===== src/rtl/if_network_pkg.sv =====
`default_nettype none
// ============================================================================
// Module   : if_network_pkg
// Purpose  : Shared defaults and sizing helpers for the IF spiking network.
// Revision : 1.0 - initial release
// ============================================================================
package if_network_pkg;

  localparam int c_def_thresh      = 15;
  localparam int c_def_reset       = 0;
  localparam int c_def_weight_size = 4;
  localparam int c_def_num_inputs  = 4;
  localparam int c_def_num_outputs = 4;
  localparam int c_def_weight_init = 1;
  localparam int c_def_leak        = 1;

  // Potential width: a sub-threshold value plus a full-weight input sum must fit.
  function automatic int pot_width(input int thresh, input int num_inputs,
                                   input int weight_size);
    return $clog2(thresh + num_inputs * ((1 << weight_size) - 1) + 1);
  endfunction

  function automatic int wt_index(input int i, input int j, input int num_outputs);
    return i * num_outputs + j;
  endfunction

endpackage
`default_nettype wire


===== src/rtl/if_neuron.sv =====
`default_nettype none
// ============================================================================
// Module   : if_neuron
// Purpose  : One integrate-and-fire neuron with registered spike output.
//            Optional leak when IF_NETWORK_LEAK_EN is defined.
// Revision : 1.0 - initial release
// ============================================================================
module if_neuron #(
  parameter int THRESH = 15,
  parameter int RESET  = 0,
  parameter int LEAK   = 1,
  parameter int PW     = 7
) (
  input  logic          clk,
  input  logic          rst,
  input  logic [PW-1:0] sum,
  output logic          spike
);

`ifdef IF_NETWORK_LEAK_EN
  localparam bit c_leak_en = 1'b1;
`else
  localparam bit c_leak_en = 1'b0;
`endif

  localparam logic [PW-1:0] c_thresh = PW'(THRESH);
  localparam logic [PW-1:0] c_reset  = PW'(RESET);
  localparam logic [PW-1:0] c_leak   = PW'(LEAK);
  // Lowest potential that can take a full LEAK step without dropping below RESET.
  localparam logic [PW:0]   c_floor  = (PW+1)'(RESET + LEAK);

  logic [PW-1:0] r_v;
  logic          r_spike;
  logic [PW-1:0] w_next;
  logic          w_fire;
  logic [PW-1:0] w_leak_v;

  assign w_next   = r_v + sum;
  assign w_fire   = (w_next >= c_thresh);
  assign w_leak_v = ({1'b0, r_v} >= c_floor) ? (r_v - c_leak) : c_reset;

  always_ff @(posedge clk or negedge rst) begin
    if (!rst) begin
      r_v     <= c_reset;
      r_spike <= 1'b0;
    end else if (w_fire) begin
      r_v     <= c_reset;
      r_spike <= 1'b1;
    end else begin
      r_spike <= 1'b0;
      if (c_leak_en && (sum == '0)) begin
        r_v <= w_leak_v;
      end else begin
        r_v <= w_next;
      end
    end
  end

  assign spike = r_spike;

endmodule
`default_nettype wire


===== src/rtl/snn_if_network.sv =====
`default_nettype none
// ============================================================================
// Module   : snn_if_network
// Purpose  : Fully connected single-layer IF spiking network with a writable
//            weight matrix. Define IF_NETWORK_LEAK_EN to enable neuron leak.
// Revision : 1.0 - initial release
// ============================================================================
module snn_if_network
  import if_network_pkg::*;
#(
  parameter int THRESH      = c_def_thresh,
  parameter int RESET       = c_def_reset,
  parameter int WEIGHT_SIZE = c_def_weight_size,
  parameter int NUM_INPUTS  = c_def_num_inputs,
  parameter int NUM_OUTPUTS = c_def_num_outputs,
  parameter int WEIGHT_INIT = c_def_weight_init,
  parameter int LEAK        = c_def_leak
) (
  input  logic                                       clk,
  input  logic                                       rst,
  input  logic [NUM_INPUTS-1:0]                      spike_in,
  input  logic                                       wt_we,
  input  logic [$clog2(NUM_INPUTS*NUM_OUTPUTS)-1:0]  wt_addr,
  input  logic [WEIGHT_SIZE-1:0]                     wt_data,
  output logic [NUM_OUTPUTS-1:0]                     spike_out
);

  localparam int c_nw = NUM_INPUTS * NUM_OUTPUTS;
  localparam int c_aw = $clog2(c_nw);
  localparam int c_pw = pot_width(THRESH, NUM_INPUTS, WEIGHT_SIZE);
  localparam logic [c_aw:0] c_nw_l = (c_aw+1)'(c_nw);

  logic [WEIGHT_SIZE-1:0] r_wt [c_nw];
  logic                   w_addr_ok;

  assign w_addr_ok = ({1'b0, wt_addr} < c_nw_l);

  // Integration in the write cycle sees the old weight: the write lands at the same edge.
  always_ff @(posedge clk or negedge rst) begin
    if (!rst) begin
      for (int k = 0; k < c_nw; k++) begin
        r_wt[k] <= WEIGHT_SIZE'(WEIGHT_INIT);
      end
    end else if (wt_we && w_addr_ok) begin
      r_wt[wt_addr] <= wt_data;
    end
  end

  for (genvar j = 0; j < NUM_OUTPUTS; j++) begin : g_neuron
    logic [c_pw-1:0] w_sum;

    always_comb begin
      w_sum = '0;
      for (int i = 0; i < NUM_INPUTS; i++) begin
        if (spike_in[i]) begin
          w_sum = w_sum + c_pw'(r_wt[c_aw'(wt_index(i, j, NUM_OUTPUTS))]);
        end
      end
    end

    if_neuron #(
      .THRESH (THRESH),
      .RESET  (RESET),
      .LEAK   (LEAK),
      .PW     (c_pw)
    ) u_neuron (
      .clk   (clk),
      .rst   (rst),
      .sum   (w_sum),
      .spike (spike_out[j])
    );
  end

endmodule
`default_nettype wire


===== config.mk =====
export PLATFORM = sky130hd
export DESIGN_NAME = snn_if_network
export DESIGN_NICKNAME = d
export VERILOG_FILES = /design/src/rtl/if_network_pkg.sv /design/src/rtl/if_neuron.sv /design/src/rtl/snn_if_network.sv
export SDC_FILE = /design/constraint.sdc
export NUM_CORES = 1
export LEC_CHECK = 0
export BUFFER_PORTS_ARGS = -buffer_cell sky130_fd_sc_hd__buf_2
export CAP_MARGIN = 20
export CORE_MARGIN = 4
export CORE_UTILIZATION = 60
export DETAILED_ROUTE_END_ITERATION = 8
export PLACE_DENSITY = 0.87
export SLEW_MARGIN = 0
export SYNTH_ARGS = -nofsm -noshare
export SYNTH_HDL_FRONTEND = slang
export SYNTH_SLANG_ARGS = --single-unit

===== constraint.sdc =====
create_clock -name clk -period 6.6 [get_ports clk]
set_input_delay 1.32 -clock clk [delete_from_list [all_inputs] [get_ports clk]]
set_output_delay 1.32 -clock clk [all_outputs]
set_load 0.01 [all_outputs]

### Word-level counts from Yosys, hierarchy flattened

Index checks and enable logic that the tools add are counted.

* bits in registers: 96
* input bits: 15
* output and inout port bits: 4
* logic and storage cells: 67

* add/subtract/negate cells: 8
* magnitude comparators: 6
* mux-type cells: 27
* bitwise operators: 1
* reduce and logical (&&, ||, !) cells: 1

Operator list (count)
* $mux W7: 15
* $bwmux W64: 1
* $add A7 B7 Y7: 4
* $ge A7 B4 Y1 const B: 4
* $add A7 B4 Y7: 3
* $mux W4: 5
* $demux W4 S4: 1
* $add A4 B4 Y5: 1
* $ge A5 B5 Y1 const B: 1
* $lt A5 B1 Y1 const B: 1
* $mux W5: 1
* $not A4 Y5: 1
* $mux W1: 4
* $logic_and A1 B1 Y1: 1

### Depth between registers and ports, before layout

* depth after elaboration: 8
* depth in mapped cells: 14
* mapped depth without buffers: 12

### Hierarchy

From an unflattened synthesis, not the netlist that was laid out.

* cells, all modules: 392
* area, all modules: 4498.1 µm²

Modules (own cells, without submodules)
* if_neuron: times used 4, cells an instance 50, area each 578.1 µm², seq. area each 200.2 µm²
* snn_if_network: times used 1, cells an instance 192, area each 2185.8 µm², seq. area each 810.8 µm²

### Worst setup path before layout

OpenSTA, ideal clock, no wires.

* path type: input port to flip-flop
* start point: input port spike_in[0]
* end point: register g_neuron[2].u_neuron.r_v[2]
* setup time: 0.066 ns
* arrival time: 4.039 ns
* required time: 6.534 ns
* slack: 2.495 ns
* stages: 13
* path buffers: 1
* cells stage by stage: clkbuf_1 -> and2_1 -> ha_1 -> fa_1 -> maj3_1 -> a21oi_1 -> nor2b_1 -> ha_1 -> or4_1 -> and4bb_1 -> nor4_1 -> nor3_2 -> and2_1

* cells in the longest elaborated chain, start to end: 8

RTL lines
* start: declaration: line snn_if_network.sv:21 `input logic [NUM_INPUTS-1:0] spike_in,`
* $mux W4 *: line snn_if_network.sv:55 `if (spike_in[i]) begin`
* $add A7 B4 Y7: line snn_if_network.sv:56 `w_sum = w_sum + c_pw'(r_wt[c_aw'(wt_index(i, j, NUM_OUTPUTS))]);`
* $mux W7 * (3 in series): line snn_if_network.sv:55
* $add A7 B7 Y7 *: line if_neuron.sv:38 `assign w_next = r_v + sum;`
* $ge A7 B4 Y1: line if_neuron.sv:39 `assign w_fire = (w_next >= c_thresh);`
* $mux W7 *: line if_neuron.sv:46 `end else if (w_fire) begin`
* end signal: assignment: line if_neuron.sv:44 `r_v <= c_reset;`
* end signal: assignment: line if_neuron.sv:47 `r_v <= c_reset;`
* end signal: assignment: line if_neuron.sv:52 `r_v <= w_leak_v;`
* end: declaration: line if_neuron.sv:32 `logic [PW-1:0] r_v;`

Mark *: on every way between the ends. The rest lies on a longest branch, timed or not. The select of a mux whose other input is x is not followed.
A chain may end at the register's enable or synchronous reset.

### Final worst setup path

* start point: input port spike_in[0]
* end point: register g_neuron[2].u_neuron.r_v[0]

The elaborated chain is that of the path after synthesis.

==> impl_metrics.py <==
metrics = {
    "status": {
        "outcome": "completed",
    },
    "clock_tree": {
        "clk_pin_slew_ns": 0.06,
        "cts_max_level": 3,
        "clock_path_buffers": 2,
        "cts_tree": "yes",
        "cts-root-buf": "clkbuf_8",
        "postCtsSetupBuffers": 0,
        "clk-insertion-delay-late_ns": 0.33,
        "cts.sink_count": 64,
        "cts_hold_buffers": 0,
        "cts_buffers": 9,
        "cts_resized": 0,
    },
    "yosys": {
        "synth_top_family_by_area": "adder cells",
        "ys_ff_latch": 64,
        "yosys.area_share.simple": 0.155,
        "avgSynthCellArea_um2": 11.4,
        "synth-compound-area-share": 0.0824,
        "synth_enable_flop_cells": 0,
        "yosysUniqueCellTypes": 50,
        "yosysWarnings": 0,
        "synthMuxAreaShare": 0.123,
        "yosys.area_share.adder": 0.159,
        "synthFlopType": "dfrtp_1",
        "yosysSeqAreaShare": 0.411,
        "syn_area_um2": 3920,
        "synth_xor_area_frac": 0.0492,
        "postSynthCellCount": 343,
        "async_flop_share": 1.00,
    },
    "final_layout": {
        "area_growth_pct": 9.26,
        "fin_util": 0.674,
        "instances_no_fill": 454,
        "final_area_um2": 4280,
        "drive_above_1_share": 0.180,
        "final_nets": 428,
        "diodes": 0,
        "n_fill_cell": 462,
    },
    "hold_path": {
        "hp-class": "reg -> reg",
        "hold_start": "r_wt[55]",
    },
    "floorplanning": {
        "design.die.area_um2": 7890,
        "io_pins": 19,
        "core_region_area_um2": 6350,
        "rows": 29,
        "die_h_um": 88.8,
        "start_util": 0.617,
        "die_x_um": 88.8,
    },
    "setup_path": {
        "critPathLaunch": "spike_in[0]",
        "crit_required_ns": 6.87,
        "worstSetupStartpointType": "input port",
        "crit_arrival_ns": 4.38,
        "crit_type": "in -> reg",
        "crit_path_end_kind": "register",
        "r2r-start": "r_wt[52]",
        "path_max_fanout": 16,
    },
    "route": {
        "avgRoutedWirePerCell_um": 15.7,
        "drc": 0,
        "postRouteAntennaNets": 0,
        "wl_um": 7110,
        "drt_iter0_drc": 85,
        "first_pass_iters": 4,
        "num_vias": 2695,
        "via_per_inst": 5.94,
    },
    "timing": {
        "fin_worst_skew_ns": 0.00921,
        "finalMaxSlewViolations": 0,
        "worstMarginPinSlew_ns": 0.782,
        "fin_tns_setup_ns": 0,
        "period_minus_slack_ns": 4.11,
        "finalHoldViolations": 0,
        "finalSetupViolCount": 0,
        "min_period_over_period": 0.623,
        "fmax_mhz": 243,
        "rsz0062_at_grt": "no",
        "max-slew-margin-rel": 0.479,
        "setup_slack_ns": 2.49,
    },
    "pwr": {
        "power.density_nw_per_um2": 270,
        "total_leakage_power_uw": 0.00201,
        "peakVddDrop_v": 0.000172,
    },
    "grt": {
        "grt-ovfl-total": 0,
        "grt_use_total": 0.206,
        "grt_pass1_vias": 2794,
        "grt_pass1_wl_um": 12400,
        "antenna_found_initial": 0,
        "grt_max_degree": 65,
    },
    "placed_design": {
        "dpl_worst_slack_ns": 2.16,
        "placed_area_um2": 4090,
        "place_hpwl_um": 5150,
        "portBuffers": 16,
        "gp_congestion": 0.840,
        "placed_cells": 438,
    },
    "job": {
        "cap_violations": 0,
    },
}
-- layout make-up --
cell class / instances / area, um^2 / area share
Clock buffer: 12 / 145 / 0.0339
Clock inverter: 4 / 45.0 / 0.0105
Inverter: 6 / 22.5 / 0.00526
Multi-Input combinational cell: 274 / 2270 / 0.531
Sequential cell: 64 / 1610 / 0.376
Tap cell: 77 / 96.3 / 0.0225
Timing Repair Buffer: 17 / 87.6 / 0.0205
-- cells in the final DEF, fill, tap and decap left out, types with 4 or more instances in the layout --
cell and n:
and2_1 20, and3_1 6, inv_1 6, o21ai_1 5, a211oi_1 4, conb_1 12
nand3_1 7, dfstp_2 8, ha_1 33, dfrtp_1 56, nand2_1 12, clkbuf_8 10
maj3_1 5, fa_1 8, xor2_1 12, xnor2_1 10, mux2_2 24, nor2b_1 7
nand3b_1 6, nor2_1 17, mux2_1 17, nand4b_1 5, nor3_1 4, buf_2 16
a21oi_1 17, nor3b_1 7
-- worst max-delay path: stages --
cell	delay, ns
buf_2	0.19
and2_1	0.19
ha_1	0.22
fa_1	0.42
maj3_1	0.34
a21oi_1	0.17
nor2b_1	0.07
ha_1	0.21
or4_1	0.54
and4bb_1	0.28
nor4_1	0.06
nor3_2	0.20
and2_1	0.16
-- state kept, by name, indices dropped and copies added, names as in the netlist --
signal	cells
g_neuron.u_neuron.spike	4
r_wt	32
g_neuron.u_neuron.r_v	28
-- report_power, final --
part	switching, uW	internal, uW	leakage (uW)
sequential	37.3	457	0.000777
combinational	176	159	0.00113
clock	143	183	0.000100
-- synth_stat cells (3+ instances only) --
master	instances	share of area
dfrtp_1	56	0.36
ha_1	33	0.11
mux2_2	24	0.069
and2_1	20	0.032
a21oi_1	17	0.022
mux2_1	17	0.049
nor2_1	17	0.016
nand2_1	12	0.011
xor2_1	12	0.027
xnor2_1	10	0.022
dfstp_2	8	0.054
fa_1	8	0.041
nand3_1	7	0.0089
nor2b_1	7	0.011
nor3b_1	7	0.013
and3_1	6	0.0096
clkbuf_1	6	0.0057
inv_1	6	0.0057
nand3b_1	6	0.011
maj3_1	5	0.013
nand4b_1	5	0.011
o21ai_1	5	0.0064
a211oi_1	4	0.0077
buf_4	4	0.0077
nor3_1	4	0.0051
a21o_1	3	0.0057
a221o_1	3	0.0077
nor4_1	3	0.0048
o211ai_1	3	0.0057
-- metrics by stage --
stage / hold slack (ns) / total power, uW
floorplan: 0.450 / 755
global placement: 0.462 / 806
detailed placement: 0.471 / 835
CTS: 0.486 / 1160
global route: 0.507 / 1230
finish: 0.483 / 1160
-- layer usage --
layer	global-route usage	share of wire	up-vias	wire length, um
li1	-	-	1288	-
met1	0.261	0.45	1359	3200
met2	0.344	0.50	39	3580
met3	0.0354	0.032	9	229
met4	0.0907	0.014	0	97
met5	0	0	-	0
-- path summary, 6_finish.rpt --
path | endpoint | cells past startpoint | slack (ns)
setup / recovery | g_neuron[2].u_neuron.r_v[0] | 13 | 2.49
hold / removal | r_wt[55] | 1 | 0.48
setup reg to reg | g_neuron[2].u_neuron.r_v[0] | 12 | 3.32
hold reg to reg | r_wt[55] | 1 | 0.48
max in group asynchronous | g_neuron[2].u_neuron.r_v[6] | 2 | 4.93
min in group asynchronous | g_neuron[3].u_neuron.spike | 2 | 1.15
-- cells by family (layout without fill, tap and decap cells) --
kind of cell / after synthesis / after routing
buffers and inverters: 16 / 39
and+or+nand+nor: 103 / 103
DFF: 64 / 64
muxes: 43 / 43
adders and majority gates: 46 / 46
other: 1 / 12
AOI/OAI and AO/OA: 48 / 48
xor gates and xnor gates: 22 / 22
Note: power is estimated with default switching activity, not from simulation.
